### src/rtl/ssd_pkg.sv
// ============================================================================
// Module      : ssd_pkg
// Description : Shared types and constants for the seven-segment scan
//               controller: FSM encoding, hex segment table, blank pattern.
// Revision    : 1.0  initial release
// ============================================================================
`default_nettype none

package ssd_pkg;

    typedef enum logic [0:0] {
        ST_BLANK = 1'b0,
        ST_SHOW  = 1'b1
    } scan_state_e;

    localparam logic [7:0] CATHODES_OFF = 8'hFF;

    // Segment order abcdefg, active-low.
    localparam logic [6:0] HEX_SEG_TABLE [16] = '{
        7'b0000001, 7'b1001111, 7'b0010010, 7'b0000110,
        7'b1001100, 7'b0100100, 7'b0100000, 7'b0001111,
        7'b0000000, 7'b0000100, 7'b0001000, 7'b1100000,
        7'b0110001, 7'b1000010, 7'b0110000, 7'b0111000
    };

    function automatic logic [6:0] hex_seg(input logic [3:0] nibble);
        return HEX_SEG_TABLE[nibble];
    endfunction

endpackage

`default_nettype wire

### src/rtl/ssd_hex_decoder.sv
// ============================================================================
// Module      : ssd_hex_decoder
// Description : Combinational hex nibble + decimal point to active-low
//               cathode pattern {Ca..Cg, Dp}.
// Revision    : 1.0  initial release
// ============================================================================
`default_nettype none

module ssd_hex_decoder
    import ssd_pkg::*;
(
    input  logic [3:0] nibble_i,
    input  logic       dp_i,
    output logic [7:0] cathodes_o
);

    assign cathodes_o = {hex_seg(nibble_i), ~dp_i};

endmodule

`default_nettype wire

### src/rtl/ssd_scan_controller.sv
// ============================================================================
// Module      : ssd_scan_controller
// Description : Time-multiplexed seven-segment scanner with shadowed value,
//               frame-aligned load/ack commit and inter-digit blanking.
//               Optional build macro SSD_LEADING_ZERO_BLANK_EN suppresses
//               leading zero digits (digit 0 always shown).
// Revision    : 1.0  initial release
// ============================================================================
`default_nettype none

module ssd_scan_controller
    import ssd_pkg::*;
#(
    parameter int NUM_DIGITS   = 4,
    parameter int SCAN_DIV     = 18,
    parameter int BLANK_CYCLES = 256
) (
    input  logic                    clk,
    input  logic                    Reset_n,
    input  logic [4*NUM_DIGITS-1:0] value_in,
    input  logic [NUM_DIGITS-1:0]   dp_in,
    input  logic [NUM_DIGITS-1:0]   digit_en,
    input  logic                    load,
    output logic                    load_ack,
    output logic [NUM_DIGITS-1:0]   An,
    output logic [7:0]              Cathodes,
    output logic                    frame_done
);

    localparam int                 DIG_W       = (NUM_DIGITS > 1) ? $clog2(NUM_DIGITS) : 1;
    localparam logic [SCAN_DIV-1:0] CNT_MAX    = {SCAN_DIV{1'b1}};
    localparam logic [SCAN_DIV-1:0] CNT_PRE    = CNT_MAX - SCAN_DIV'(1);
    localparam logic [SCAN_DIV-1:0] BLANK_LAST = SCAN_DIV'((BLANK_CYCLES > 0) ? BLANK_CYCLES - 1 : 0);
    localparam logic [DIG_W-1:0]    LAST_DIGIT = DIG_W'(NUM_DIGITS - 1);
    localparam bit                  HAS_BLANK  = (BLANK_CYCLES > 0);
    localparam scan_state_e         RESET_STATE = HAS_BLANK ? ST_BLANK : ST_SHOW;

    logic [SCAN_DIV-1:0]     cnt_q;
    logic [DIG_W-1:0]        digit_q;
    logic [DIG_W-1:0]        digit_d;
    scan_state_e             state_q;
    logic [NUM_DIGITS-1:0]   an_q;
    logic [7:0]              cath_q;
    logic                    frame_done_q;
    logic                    load_ack_q;

    logic [4*NUM_DIGITS-1:0] shadow_val_q;
    logic [NUM_DIGITS-1:0]   shadow_dp_q;
    logic [4*NUM_DIGITS-1:0] pend_val_q;
    logic [NUM_DIGITS-1:0]   pend_dp_q;
    logic                    pending_q;

    logic                    w_wrap;
    logic                    w_boundary;
    logic                    w_pre_boundary;
    logic [3:0]              w_nib [NUM_DIGITS];
    logic [3:0]              w_cur_nib;
    logic                    w_cur_dp;
    logic [7:0]              w_dec_cath;
    logic [NUM_DIGITS-1:0]   w_lz_blank;
    logic                    w_visible;
    logic [NUM_DIGITS-1:0]   w_an_show;

    assign w_wrap         = (cnt_q == CNT_MAX);
    assign w_boundary     = w_wrap && (digit_q == LAST_DIGIT);
    // Registered pulses are launched one cycle early so they coincide with the boundary cycle.
    assign w_pre_boundary = (cnt_q == CNT_PRE) && (digit_q == LAST_DIGIT);

    generate
        for (genvar k = 0; k < NUM_DIGITS; k++) begin : g_nib
            assign w_nib[k] = shadow_val_q[4*k +: 4];
        end
    endgenerate

`ifdef SSD_LEADING_ZERO_BLANK_EN
    // w_zero_from[k]: digits k..top all have zero nibble and unlit dp.
    logic [NUM_DIGITS:0] w_zero_from;
    assign w_zero_from[NUM_DIGITS] = 1'b1;

    generate
        for (genvar k = 0; k < NUM_DIGITS; k++) begin : g_lz
            assign w_zero_from[k] = w_zero_from[k+1] && (w_nib[k] == 4'h0) && !shadow_dp_q[k];
            if (k == 0) begin : g_lsd
                assign w_lz_blank[k] = 1'b0;
            end else begin : g_upper
                assign w_lz_blank[k] = w_zero_from[k];
            end
        end
    endgenerate
`else
    assign w_lz_blank = '0;
`endif

    assign w_cur_nib = w_nib[digit_q];
    assign w_cur_dp  = shadow_dp_q[digit_q];
    assign w_visible = digit_en[digit_q] && !w_lz_blank[digit_q];
    assign w_an_show = ~(NUM_DIGITS'(1) << digit_q);

    ssd_hex_decoder u_hex_decoder (
        .nibble_i   (w_cur_nib),
        .dp_i       (w_cur_dp),
        .cathodes_o (w_dec_cath)
    );

    always_comb begin
        digit_d = digit_q;
        if (w_wrap) begin
            digit_d = (digit_q == LAST_DIGIT) ? '0 : digit_q + DIG_W'(1);
        end
    end

    always_ff @(posedge clk or negedge Reset_n) begin
        if (!Reset_n) begin
            cnt_q        <= '0;
            digit_q      <= '0;
            state_q      <= RESET_STATE;
            an_q         <= '1;
            cath_q       <= CATHODES_OFF;
            frame_done_q <= 1'b0;
            load_ack_q   <= 1'b0;
        end else begin
            cnt_q   <= cnt_q + SCAN_DIV'(1);
            digit_q <= digit_d;

            case (state_q)
                ST_BLANK: if (cnt_q == BLANK_LAST) state_q <= ST_SHOW;
                ST_SHOW:  if (w_wrap && HAS_BLANK) state_q <= ST_BLANK;
            endcase

            // Disabled digits still consume their slot, keeping brightness uniform.
            if ((state_q == ST_SHOW) && w_visible) begin
                an_q   <= w_an_show;
                cath_q <= w_dec_cath;
            end else begin
                an_q   <= '1;
                cath_q <= CATHODES_OFF;
            end

            frame_done_q <= w_pre_boundary;
            load_ack_q   <= w_pre_boundary && (pending_q || load);
        end
    end

    always_ff @(posedge clk or negedge Reset_n) begin
        if (!Reset_n) begin
            shadow_val_q <= '0;
            shadow_dp_q  <= '0;
            pend_val_q   <= '0;
            pend_dp_q    <= '0;
            pending_q    <= 1'b0;
        end else begin
            if (w_boundary && pending_q) begin
                shadow_val_q <= pend_val_q;
                shadow_dp_q  <= pend_dp_q;
                pending_q    <= 1'b0;
            end
            // A load in the boundary cycle becomes pending for the next frame.
            if (load) begin
                pend_val_q <= value_in;
                pend_dp_q  <= dp_in;
                pending_q  <= 1'b1;
            end
        end
    end

    assign An         = an_q;
    assign Cathodes   = cath_q;
    assign frame_done = frame_done_q;
    assign load_ack   = load_ack_q;

endmodule

`default_nettype wire

### config.mk
export PLATFORM = sky130hd
export DESIGN_NAME = ssd_scan_controller
export DESIGN_NICKNAME = d
export VERILOG_FILES = /design/src/rtl/ssd_pkg.sv /design/src/rtl/ssd_hex_decoder.sv /design/src/rtl/ssd_scan_controller.sv
export SDC_FILE = /design/constraint.sdc
export NUM_CORES = 1
export LEC_CHECK = 0
export BUFFER_PORTS_ARGS = -buffer_cell sky130_fd_sc_hd__buf_2
export CAP_MARGIN = 15
export CORE_ASPECT_RATIO = 0.9
export CORE_MARGIN = 2
export CORE_UTILIZATION = 55
export DETAILED_ROUTE_END_ITERATION = 10
export PLACE_DENSITY_LB_ADDON = 0.12
export SETUP_SLACK_MARGIN = 0.4
export SLEW_MARGIN = 5
export SYNTH_ARGS = -nofsm -noshare
export SYNTH_HDL_FRONTEND = slang
export SYNTH_SLANG_ARGS = --single-unit
### constraint.sdc
create_clock -name clk -period 3.03 [get_ports clk]
set_clock_uncertainty 0.2 [all_clocks]
set_input_delay 0.1515 -clock clk [delete_from_list [all_inputs] [get_ports clk]]
set_output_delay 0.1515 -clock clk [all_outputs]
set_load 0.02 [all_outputs]
# Word-level counts from Yosys, hierarchy flattened
# Memories as Yosys holds them, arrays and structs flattened.
# Index checks and enable logic that the tools add are counted.
# word_totals
ff_bits,76
rom_bits,112
output_inout_bits,14
word_cells,56
mem_count,1
# mem_list
memory,depth,word_bits,read_ports,rd_ports_with_merged_regs,write_ports,line_no,text
(name not given),16,7,1,0,0,ssd_pkg.sv:27,return HEX_SEG_TABLE[nibble];
# op_classes
add_sub_neg,2
n_lt_le_gt_ge,3
eq_ne,4
n_shift,1
n_mux,19
n_bitwise,5
n_reduce_logical,9
# op_table
op,count
"18-bit equality test, second input constant",2
"18-bit by 1-bit adder with 18-bit output, second input constant",1
"18-bit by 8-bit equality test with 1-bit output, second input constant",1
7-bit two-way mux,2
4-bit two-way mux,3
4-bit binary-select mux with 2-bit select,1
8-bit two-way mux,1
1-bit two-way mux,7
1-bit binary-select mux with 2-bit select,3
1-bit logical AND,6
"5-bit greater-or-equal comparator, second input constant",1
4-bit inverter with 5-bit output,1
4-bit inverter,1
"1-bit by 2-bit left shift with 4-bit output, first input constant",1
"3-bit greater-or-equal comparator, second input constant",1
"2-bit by 3-bit < comparator with 1-bit output, second input constant",1
2-bit inverter with 3-bit output,1
"2-bit by 1-bit adder with 2-bit output, second input constant",1
"2-bit equality test, second input constant",1
2-bit two-way mux,1
1-bit inverter,2
1-bit case mux with 2 select lines,1
2-bit nonzero test,1
1-bit zero test,1
1-bit logical OR,1

# Longest topological paths before layout
# Gate-level depths: netlist (run 1).
# depth
word_depth,9
mapped_depth,7
depth_no_buf,6

# By module
# A second synthesis (run 1) with hierarchy kept.
# unflattened
cells_unflattened,245
hier_area_um2,3473.3
# by_module_without_submodules
module,instances,cells_each,area_per_inst_um2,seq_area_each_um2
ssd_scan_controller,1,213,3206.8,1916.8
ssd_hex_decoder,1,32,266.5,0.0

# Worst setup path after synthesis (run 1)
# No wires, ideal clock.
# synth_timing
kind,flip-flop to flip-flop
startpoint,register digit_q[0]
endpoint,"register cath_q[4], in the netlist Cathodes[4]"
setup_time_ps,88
t_arrival_ps,1859
required_ps,2742
slack_ps,884
path_stages_with_launch,8
path_buffers,1
synth_period_minus_slack_ps,2146
cell_sequence,dfrtp_1 -> buf_6 -> mux4_1 -> inv_1 -> ha_1 -> nor2b_4 -> a2111oi_4 -> a31oi_1
# synth_via
elab_chain_cells,9
# synth_rtl
element,line_no,text
"start, declared",ssd_scan_controller.sv:39,logic [DIG_W-1:0] digit_q;
"start signal, assigned",ssd_scan_controller.sv:123,digit_q <= digit_d;
2-bit inverter with 3-bit output (implied by the code),ssd_scan_controller.sv:94,assign w_cur_nib = w_nib[digit_q];
4-bit binary-select mux with 2-bit select,ssd_scan_controller.sv:94,
4-bit two-way mux (implied by the code) (2 in a row),ssd_scan_controller.sv:94,
4-bit inverter with 5-bit output (implied by the code),ssd_pkg.sv:27,
memory 16 x 7 bit,--,
7-bit two-way mux (implied by the code) (2 in a row),ssd_pkg.sv:27,
8-bit two-way mux *,ssd_scan_controller.sv:131,if ((state_q == ST_SHOW) && w_visible) begin
"end signal, assigned",ssd_scan_controller.sv:133,cath_q <= w_dec_cath;
"end, declared",ssd_scan_controller.sv:43,logic [7:0] cath_q;
# Mark *: on every way between the ends. The rest lies on a longest branch, timed or not. The select of a mux whose other input is x is not followed.
# A chain may end at the register's enable or synchronous reset.

# Final worst setup path (run 1)
# layout_timing
startpoint,register cnt_q[1]
endpoint,register shadow_dp_q[3]
# layout_via
elab_chain_cells,3
# layout_rtl
element,line_no,text
"start, declared",ssd_scan_controller.sv:38,logic [SCAN_DIV-1:0] cnt_q;
"start signal, assigned",ssd_scan_controller.sv:122,cnt_q <= cnt_q + SCAN_DIV'(1);
18-bit equality test,ssd_scan_controller.sv:64,assign w_wrap = (cnt_q == CNT_MAX);
1-bit logical AND,ssd_scan_controller.sv:65,assign w_boundary = w_wrap && (digit_q == LAST_DIGIT);
1-bit logical AND,ssd_scan_controller.sv:152,if (w_boundary && pending_q) begin
"end signal, assigned",ssd_scan_controller.sv:154,shadow_dp_q <= pend_dp_q;
"end, declared",ssd_scan_controller.sv:48,logic [NUM_DIGITS-1:0] shadow_dp_q;
# Every way passes these cells.

==> impl_results.md, run 1 <==
* Status: finished, final reports clean
* Final std cells w/o fill at 376
* Main combinational cell family by area after synthesis: multiplexers
* Routed len/inst at 15.7 um
* Power per Cell Area at 508 nW/um^2
* Placed cell areas at 3590 um^2
* DIE AREA at 6750 um^2
* Fin util at 69.7%
* Root Buffer: clkbuf_8
* RD Place Congestion at 0.883
* Post-route cell area at 4040 um^2
* Clock-pin slew on the worst setup and hold paths at 80 ps
* Worst EP required at 3060 ps
* Setup TNS at 0 ps
* Number of antenna diodes at 0
* Final WL at 5890 um
* Dominant synthesized flop cell: dfrtp_1
* Filler instances at 428
* CP Launch Type: flop
* # DRC at 0
* Fin crit share at 77.2%
* Clock Latency Late Sink at 350 ps
* WHS at 135 ps
* Port Buffers at 40
* Post-layout min period at 2340 ps
* Synth warn at 0
* Synth Area in XOR/XNOR at 4.17%
* FMAX at 428 MHz
* Clock sinks at 76
* Critical Path Fanout Max at 20
* Most frequent cells in the layout: dfrtp_1, mux2_2, buf_2
* CTS Buf Count at 9
* Pins Over Slew Limit at 0
* Initial DRT Pass Iterations at 5
* Initial antenna violation count at 0
* Die X at 86.4 um
* Leak pwr at 1.81 nW
* Final ANT Viol Nets at 0
* Via/cell ratio at 5.46
* Largest net degree at the start of global routing at 77
* Gr ovfl total at 0
* Mean Syn Cell Area at 14.1 um^2
* Async SR Flop Fraction at 100%
* Final-stage net count at 340
* Worst Tran Pin Value at 925 ps
* Sequential cell area fraction in the yosys report at 57.1%
* Mux cell area share after synthesis at 19.3%
* Starting Density at 58.0%
* Clock Path Buffers at 2
* Postcts setup bufs at 0
* Final hold viol count at 0
* DRT iter0 DRCs at 78
* VDD IR max at 363 uV
* H-tree depth at 3
* Ports at 41
* Flops & latches, synth at 76
* Rows at 26
* Simple-gate portion of the synthesized area at 8.79%
* Syn nets at 277
* Core Area at 5790 um^2
* RSZ-0062 raised after global routing: false
* Final setup vio count at 0
* WP data arrival at 2370 ps
* HP Class: in2reg
* Critical path class: reg2reg
* Synth Area in Adders at 4.47%
* Vias in the first global route at 2,018
* First-pass GRT wire length at 10,100 um
* Most common cell after layout, fill and taps aside: dfrtp_1
* Die H at 78.1 um
* Synth cell types at 40
* Worst path slowest cell: and4_4
* Post-Synthesis Cells at 238
* CP endpoint kind: flop
* Cell Chain, Critical Path: ha_1 > nand3_1 > nor2_1 > and4_4 > mux2_2
* Share of cells above drive strength 1 at 38.2%
* Hpwl dp at 3710 um
* Compound-Gate Fraction of Synth Area at 3.58%
* Area Growth Syn to Fin at 20.2%
* Placed cells at 339
* Slowest stage delay, CP at 480 ps
* Max cap viols at 0
* Vias at 2,053
* EDFF count, synth at 0
* Rel. slew slack at 38.3%
* CTS tree: yes
* Mapped Area at 3360 um^2
* Gr usage total at 19.6%
synth_stat cells (2+ instances only):
cell	instances	share of area, %
ha_1	12	4.5
nand3_1	9	1.3
and2_1	2	0.37
buf_6	3	1.0
o221ai_1	4	1.0
xnor2_1	11	2.9
mux4_2	4	2.7
nand2_1	13	1.5
nor2_1	5	0.56
nor3_1	2	0.30
mux2i_1	2	0.60
xor2_1	5	1.3
clkbuf_1	2	0.22
mux4_1	2	1.6
inv_1	8	0.89
buf_1	2	0.22
nand4_1	7	1.3
mux2_2	43	14
dfrtp_1	64	48
and4_1	4	1.0
dfstp_2	12	9.4
a21oi_1	3	0.45
nor4_1	2	0.37
registers in the layout, summed over array words and instances, names as in the netlist:
name and count:
Cathodes 8, pending_q 1, shadow_dp_q 4, pend_val_q 16, frame_done 1, state_q 1, digit_q 2, pend_dp_q 4
An 4, load_ack 1, shadow_val_q 16, cnt_q 18
critical path, delay by kind of cell, from the launching register on:
family | cells | cell delay (ps)
DFF | 1 | 420
muxes | 1 | 370
adders and majority gates | 1 | 210
and+or+nand+nor | 3 | 1010
metal layers:
layer  track usage (%)  routed length [um]  part of all wire [%]  vias to the layer above
met5                 0                   0                     0                        -
met4              6.09                  69                   1.2                        0
met3              5.99                 237                   4.0                        8
met2              27.6                2670                    45                       46
met1              29.2                2900                    49                     1017
li1                  -                   -                     -                      982
cell type report:
cell class / instances / area, um^2 / share of cell area [%]
Clock buffer: 12 / 135 / 3.35
Tap cell: 70 / 87.6 / 2.17
Inverter: 8 / 30.0 / 0.744
Sequential cell: 76 / 1920 / 47.5
Multi-Input combinational cell: 145 / 1350 / 33.5
Clock inverter: 4 / 98.8 / 2.45
Timing Repair Buffer: 61 / 413 / 10.2
metrics by stage:
| stage | worst slack [ps] | total power [mW] |
|---|---|---|
| 2_1_floorplan | 884 | 1.10 |
| 3_3_place_gp | 645 | 1.15 |
| 3_5_place_dp | 546 | 1.15 |
| 4_1_cts | 531 | 2.08 |
| 5_1_grt | 500 | 2.13 |
| 6_report | 692 | 2.05 |
cells by family after synthesis:
kind of cell,count (synthesis)
buffers and inverters,17
multiplexers,51
AO/OA/AOI/OAI,14
flip-flops,76
AND/OR/NAND/NOR,52
adder cells (fa/ha/maj),12
XOR/XNOR,16
timing repair:
| item | 4_1_cts | 5_1_grt |
|---|---|---|
| hold buffers | 21 | 0 |
| hold endpoints to repair | 84 | 0 |
| endpoints found under the setup margin | 0 | 3 |
| gates resized for setup | 0 | 1 |
final timing paths:
check | start | slack, ps | endpoint | cells after the start
worst max-delay path | cnt_q[1]$_DFF_PN0_ | 690 | shadow_dp_q[3]$_DFFE_PN0P_ | 5
worst min-delay path | load | 130 | pending_q$_DFFE_PN0P_ | 2
worst max register to register | cnt_q[1]$_DFF_PN0_ | 690 | shadow_dp_q[3]$_DFFE_PN0P_ | 5
worst min register to register | cnt_q[7]$_DFF_PN0_ | 290 | cnt_q[7]$_DFF_PN0_ | 1
max in group asynchronous | Reset_n | 1690 | digit_q[0]$_DFFE_PN0N_ | 2
min in group asynchronous | Reset_n | 270 | cnt_q[11]$_DFF_PN0_ | 2
power by group:
| group | total (mW) | leakage [nW] | switching (mW) | internal (mW) |
|---|---|---|---|---|
| logic | 0.0919 | 0.739 | 0.0379 | 0.0540 |
| clock network | 0.903 | 0.115 | 0.354 | 0.550 |
| registers | 1.06 | 0.954 | 0.0144 | 1.04 |
| total | 2.05 | 1.81 | 0.406 | 1.65 |
Power figures use the tool's default switching activity.
==> inputs of run 2 (changes only) <==
==> constraint.sdc (replaced) <==
create_clock -name clk -period 2.2 [get_ports clk]
set_clock_uncertainty 0.2 [all_clocks]
set_input_delay 0.11 -clock clk [delete_from_list [all_inputs] [get_ports clk]]
set_output_delay 0.11 -clock clk [all_outputs]
set_load 0.02 [all_outputs]
==> impl_results.md, run 2 (synthesis results as in run 1) <==
* Most frequent cells in the layout: dfrtp_1, buf_2, buf_4 (was dfrtp_1, mux2_2, buf_2)
* # DRC at 0 (unchanged)
* Setup TNS at 0 ps (unchanged)
* Final WL at 7140 um (was 5890 um)
* H-tree depth at 3 (unchanged)
* First-pass GRT wire length at 10,600 um (was 10,100 um)
* WP data arrival at 2110 ps (was 2370 ps)
* Root Buffer: clkbuf_8 (unchanged)
* M2 GR Usage at 30.4% (was 27.6%)
* Vias at 2,264 (was 2,053)
* Die X at 86.4 um (unchanged)
* Filler instances at 331 (was 428)
* FF+latch area at 1920 um^2 (about the same)
* Max cap viols at 0 (unchanged)
* Hpwl dp at 3870 um (was 3710 um)
* HP Class: in2reg (unchanged)
* Power share of the combinational group at 4.9% (was 4.5%)
* Clock-pin slew on the worst setup and hold paths at 80 ps (about the same)
* Routed len/inst at 17.3 um (was 15.7 um)
* Power per Cell Area at 608 nW/um^2 (was 508 nW/um^2)
* Area Growth Syn to Fin at 35.9% (was 20.2%)
* Met3 usage at 7.68% (was 5.99%)
* DRT iter0 DRCs at 137 (was 78)
* RSZ-0062 raised after global routing: true (was false)
* Final hold viol count at 0 (unchanged)
* Clock power share at 42.7% (was 44.0%)
* Number of antenna diodes at 0 (unchanged)
* Critical path class: reg2reg (unchanged)
* Placed cells at 349 (was 339)
* Post-layout min period at 2070 ps (was 2340 ps)
* Final-stage net count at 377 (was 340)
* Initial DRT Pass Iterations at 4 (was 5)
* Largest Register: cnt_q (unchanged)
* Share of cells above drive strength 1 at 51.5% (was 38.2%)
* Port Buffers at 40 (unchanged)
* Leak pwr at 2.04 nW (was 1.81 nW)
* Top flop regs: cnt_q (18), pend_val_q (16), shadow_val_q (16) (unchanged)
* Worst Tran Pin Value at 518 ps (was 925 ps)
* Post-route cell area at 4560 um^2 (was 4040 um^2)
* RD Place Congestion at 0.826 (was 0.883)
* Gr ovfl total at 0 (unchanged)
* Clock sinks at 76 (unchanged)
* DIE AREA at 6750 um^2 (unchanged)
* Critical Path Fanout Max at 7 (was 20)
* Multi-input gate area in the final layout at 1540 um^2 (was 1350 um^2)
* Sw Pwr at 572 uW (was 406 uW)
* Rel. slew slack at 65.5% (was 38.3%)
* Switching portion of total power at 20.6% (was 19.8%)
* Seq pwr share at 52.4% (was 51.5%)
* Initial antenna violation count at 0 (unchanged)
* Gr usage total at 20.6% (was 19.6%)
* Ports at 41 (unchanged)
* Die H at 78.1 um (unchanged)
* Worst EP required at 2230 ps (was 3060 ps)
* Final std cells w/o fill at 412 (was 376)
* Fin crit share at 94.2% (was 77.2%)
* CTS tree: yes (unchanged)
* Internal power at 2.21 mW (was 1.65 mW)
* Starting Density at 58.0% (unchanged)
* Final ANT Viol Nets at 0 (unchanged)
* CP Launch Type: flop (unchanged)
* Global Route met1 Usage at 28.7% (was 29.2%)
* Vias in the first global route at 2,177 (was 2,018)
* CP endpoint kind: flop (unchanged)
* Pins Over Slew Limit at 0 (unchanged)
* Largest net degree at the start of global routing at 77 (unchanged)
* FMAX at 483 MHz (was 428 MHz)
* Placed cell areas at 3820 um^2 (was 3590 um^2)
* Rows at 26 (unchanged)
* VDD IR max at 573 uV (was 363 uV)
* Top Usage Layer GRT: met2 (was met1)
* Status: finished, final reports clean (unchanged)
* Core Area at 5790 um^2 (unchanged)
* Most common cell after layout, fill and taps aside: dfrtp_1 (unchanged)
* CTS Buf Count at 9 (unchanged)
* Via/cell ratio at 5.50 (was 5.46)
* Final setup vio count at 0 (unchanged)
* Clock Path Buffers at 2 (unchanged)
* Clock Latency Late Sink at 350 ps (about the same)
* Largest register FFs at 18 (unchanged)
## run 2: cell count changes in the layout (fill, tap and decap cells not counted), sizes merged
cell      delta
bufinv       -1
clkinvlp     +1
clkbuf       +1
and2         +1
buf         +34
## run 2: worst paths after layout
| check | startpoint | end | slack (ps) | cells after the start |
|---|---|---|---|---|
| max | digit_q[0]$_DFFE_PN0N_ | shadow_val_q[3]$_DFFE_PN0P_ | 130 | 6 |
| min | load | pending_q$_DFFE_PN0P_ | 90 | 2 |
| max reg2reg | digit_q[0]$_DFFE_PN0N_ | shadow_val_q[3]$_DFFE_PN0P_ | 130 | 6 |
| min reg2reg | pend_val_q[8]$_DFFE_PN0P_ | shadow_val_q[8]$_DFFE_PN0P_ | 310 | 1 |
| max in group asynchronous | Reset_n | Cathodes[6]$_DFF_PN1_ | 1350 | 3 |
| min in group asynchronous | Reset_n | shadow_val_q[13]$_DFFE_PN0P_ | 120 | 3 |
## run 2: per-stage QoR
stage	util, %	hold WS, ps	setup slack (ps)	power (mW)
2_1_floorplan	-	-386	225	1.52
3_3_place_gp	65.9	-27.8	44.6	1.58
3_5_place_dp	65.9	-26.5	7.02	1.59
4_1_cts	75.5	70.7	182	2.79
5_1_grt	78.8	101	47.9	2.87
6_report	78.8	90.1	127	2.78
## run 2: per-layer routing
layer  vias up  routed length, um
li1       1047                  -
met1      1133               3250
met2        68               3440
met3        16                331
met4         0                121
met5         -                  0
## run 2: power groups by stage
stage	sequential [mW]	combinational, mW	clock [mW]
6_report	1.46	0.135	1.19
5_1_grt	1.46	0.150	1.26
2_1_floorplan	1.47	0.0465	0
4_1_cts	1.45	0.134	1.21
3_5_place_dp	1.48	0.106	0
3_3_place_gp	1.48	0.102	0
## run 2: worst max-delay path, cell delays in order (launching register included)
cell	delay, ps
dfrtp_2	460
buf_4	160
ha_4	130
and4_4	240
and4_4	290
clkbuf_16	180
mux2_4	290
## run 2: what timing repair did
action                                  in CTS  in global routing
endpoints found under the setup margin      35                 35
cloned                                       0                  4
resized for setup                            9                 13
buffers inserted                            12                 11
hold endpoints to repair                    96                  0
pin swaps                                    4                  4
hold buffers                                21                  0
## run 2: area by class of cell
cell class,count,share of cell area (%)
Multi-Input combinational cell,146,33.7
Sequential cell,76,42.1
Timing Repair Buffer,97,16.6
Clock inverter,4,1.59
Inverter,8,0.713
Clock buffer,11,3.32
Tap cell,70,1.92
==> inputs of run 3 (changes only) <==
--- a/config.mk
+++ b/config.mk
@@ -6,7 +6,7 @@
 export NUM_CORES = 1
 export LEC_CHECK = 0
 export BUFFER_PORTS_ARGS = -buffer_cell sky130_fd_sc_hd__buf_2
-export CAP_MARGIN = 15
+export CAP_MARGIN = 25
 export CORE_ASPECT_RATIO = 0.9
 export CORE_MARGIN = 2
 export CORE_UTILIZATION = 55
==> constraint.sdc (replaced) <==
create_clock -name clk -period 2.2 [get_ports clk]
set_clock_uncertainty 0.2 [all_clocks]
set_input_delay 0.44 -clock clk [delete_from_list [all_inputs] [get_ports clk]]
set_output_delay 0.44 -clock clk [all_outputs]
set_load 0.02 [all_outputs]
==> impl_results.md, run 3 (synthesis results as in run 1) <==
* Status: finished, final reports clean (unchanged)
* Routed len/inst at 16.6 um (was 17.3 um)
* Worst Tran Pin Value at 593 ps (was 518 ps)
* HP Class: in2reg (unchanged)
* Root Buffer: clkbuf_8 (unchanged)
* Critical path endpoint: shadow_val_q[2]$_DFFE_PN0P_ (was shadow_val_q[3]$_DFFE_PN0P_)
* Clock-pin slew on the worst setup and hold paths at 80 ps (about the same)
* RR Startpoint: digit_q[0]$_DFFE_PN0N_ (unchanged)
* Final ANT Viol Nets at 0 (unchanged)
* Top flop regs: cnt_q (18), pend_val_q (16), shadow_val_q (16) (unchanged)
* Clock Latency Late Sink at 340 ps (was 350 ps)
* Leak pwr at 1.98 nW (was 2.04 nW)
* Rel. slew slack at 60.5% (was 65.5%)
* RSZ-0062 raised after global routing: true (unchanged)
* Vias in the first global route at 2,149 (was 2,177)
* Initial antenna violation count at 0 (unchanged)
* CTS Buf Count at 9 (unchanged)
* Final std cells w/o fill at 393 (was 412)
* Final hold viol count at 0 (unchanged)
* Rows at 26 (unchanged)
* Largest net degree at the start of global routing at 30 (was 77)
* Final WL at 6540 um (was 7140 um)
* H-tree depth at 3 (unchanged)
* Largest register FFs at 18 (unchanged)
* Post-route cell area at 4420 um^2 (was 4560 um^2)
* DIE AREA at 6750 um^2 (unchanged)
* Fin crit share at 92.8% (was 94.2%)
* Filler instances at 362 (was 331)
* Setup slack, reg-to-reg at 160 ps (was 130 ps)
* CP endpoint kind: flop (unchanged)
* First-pass GRT wire length at 10,600 um (about the same)
* Most frequent cells in the layout: dfrtp_1, buf_2, buf_4 (unchanged)
* Power per Cell Area at 621 nW/um^2 (was 608 nW/um^2)
* Gr usage total at 20.7% (was 20.6%)
* VDD IR max at 788 uV (was 573 uV)
* Most common cell after layout, fill and taps aside: dfrtp_1 (unchanged)
* WP data arrival at 2070 ps (was 2110 ps)
* Vias at 2,102 (was 2,264)
* CTS tree: yes (unchanged)
* Clock sinks at 76 (unchanged)
* Number of antenna diodes at 0 (unchanged)
* Placed cell areas at 3840 um^2 (was 3820 um^2)
* Share of cells above drive strength 1 at 56.0% (was 51.5%)
* Crit. Startpoint: digit_q[0]$_DFFE_PN0N_ (unchanged)
* Place WS at 4.49 ps (was 7.02 ps)
* Area Growth Syn to Fin at 31.6% (was 35.9%)
* Die H at 78.1 um (unchanged)
* FMAX at 490 MHz (was 483 MHz)
* Total Power at 2.74 mW (was 2.78 mW)
* Port Buffers at 40 (unchanged)
* Critical path class: reg2reg (unchanged)
* Clock Path Buffers at 2 (unchanged)
* Final setup vio count at 0 (unchanged)
* DRT iter0 DRCs at 131 (was 137)
* Ports at 41 (unchanged)
* Placed cells at 350 (was 349)
* Core Area at 5790 um^2 (unchanged)
* Initial DRT Pass Iterations at 4 (unchanged)
* Worst R2R End: shadow_val_q[2]$_DFFE_PN0P_ (was shadow_val_q[3]$_DFFE_PN0P_)
* Critical Path Fanout Max at 6 (was 7)
* RD Place Congestion at 0.820 (was 0.826)
* Gr ovfl total at 0 (unchanged)
* Die X at 86.4 um (unchanged)
* Setup TNS at 0 ps (unchanged)
* Final WS setup at 158 ps (was 127 ps)
* Hpwl dp at 4170 um (was 3870 um)
* Worst Reg-to-Reg Cells at 6 (unchanged)
* Hold Startpoint: value_in[3] (was load)
* Worst EP required at 2230 ps (about the same)
* Max cap viols at 0 (unchanged)
* CP Launch Type: flop (unchanged)
* # DRC at 0 (unchanged)
* Post-layout min period at 2040 ps (was 2070 ps)
* Final-stage net count at 358 (was 377)
* Starting Density at 58.0% (unchanged)
* Via/cell ratio at 5.35 (was 5.50)
* Largest Register: cnt_q (unchanged)
* Pins Over Slew Limit at 0 (unchanged)
run 3: cell count changes in the layout (fill, tap and decap cells not counted), sizes merged:
cell / change
dlygate4sd3: -20
buf: +2
and2: -1
run 3: routing by layer:
metal	GRT usage [%]	vias to the layer above	part of all wire, %
met5	0	-	0
met4	5.16	0	0.87
met3	7.36	6	3.6
met2	30.6	45	46
met1	29.4	1042	49
li1	-	1009	-
run 3: metrics by stage:
step / util, % / hold WS, ps
CTS: 74.3 / 111
floorplan: - / -55.6
global placement: 66.2 / 259
global route: 76.3 / 103
detailed placement: 66.2 / 269
finish: 76.3 / 120
run 3: final cells by class:
type	instances	area, um^2	area share [%]
Tap cell	70	87.6	1.98
Clock buffer	11	151	3.43
Inverter	8	30.0	0.680
Timing Repair Buffer	79	608	13.8
Multi-Input combinational cell	145	1550	35.0
Clock inverter	4	72.6	1.64
Sequential cell	76	1920	43.5
run 3: critical path: stages, from the launching register on:
cell	delay, ps
dfrtp_2	460
buf_4	150
ha_4	130
and4_4	210
and4_4	310
clkbuf_16	190
mux2_4	290
run 3: power by group:
| group | internal (mW) | total (mW) | switching (mW) |
|---|---|---|---|
| clock | 0.692 | 1.18 | 0.486 |
| combinational | 0.0591 | 0.110 | 0.0508 |
| sequential | 1.43 | 1.46 | 0.0207 |
run 3: how the worst min path moves through the flow:
| stage | to | slack (ps) | depth (start not counted) |
|---|---|---|---|
| final | pend_val_q[3]$_DFFE_PN0P_ | 120 | 2 |
| after global placement | cnt_q[11]$_DFF_PN0_ | 260 | 1 |
| after floorplan | cnt_q[0]$_DFF_PN0_ | -60 | 0 |
| after detailed placement | cnt_q[11]$_DFF_PN0_ | 270 | 1 |
| after global routing | pend_val_q[5]$_DFFE_PN0P_ | 100 | 2 |
| after CTS | pend_val_q[12]$_DFFE_PN0P_ | 110 | 2 |
run 3: timing repair:
item / CTS / global route
resized for setup: 14 / 10
buffers inserted: 19 / 5
endpoints found under the setup margin: 34 / 36
endpoints found under the hold margin: 21 / 0
gates cloned: 1 / 2
pin swaps: 7 / 5
hold buffers: 1 / 0
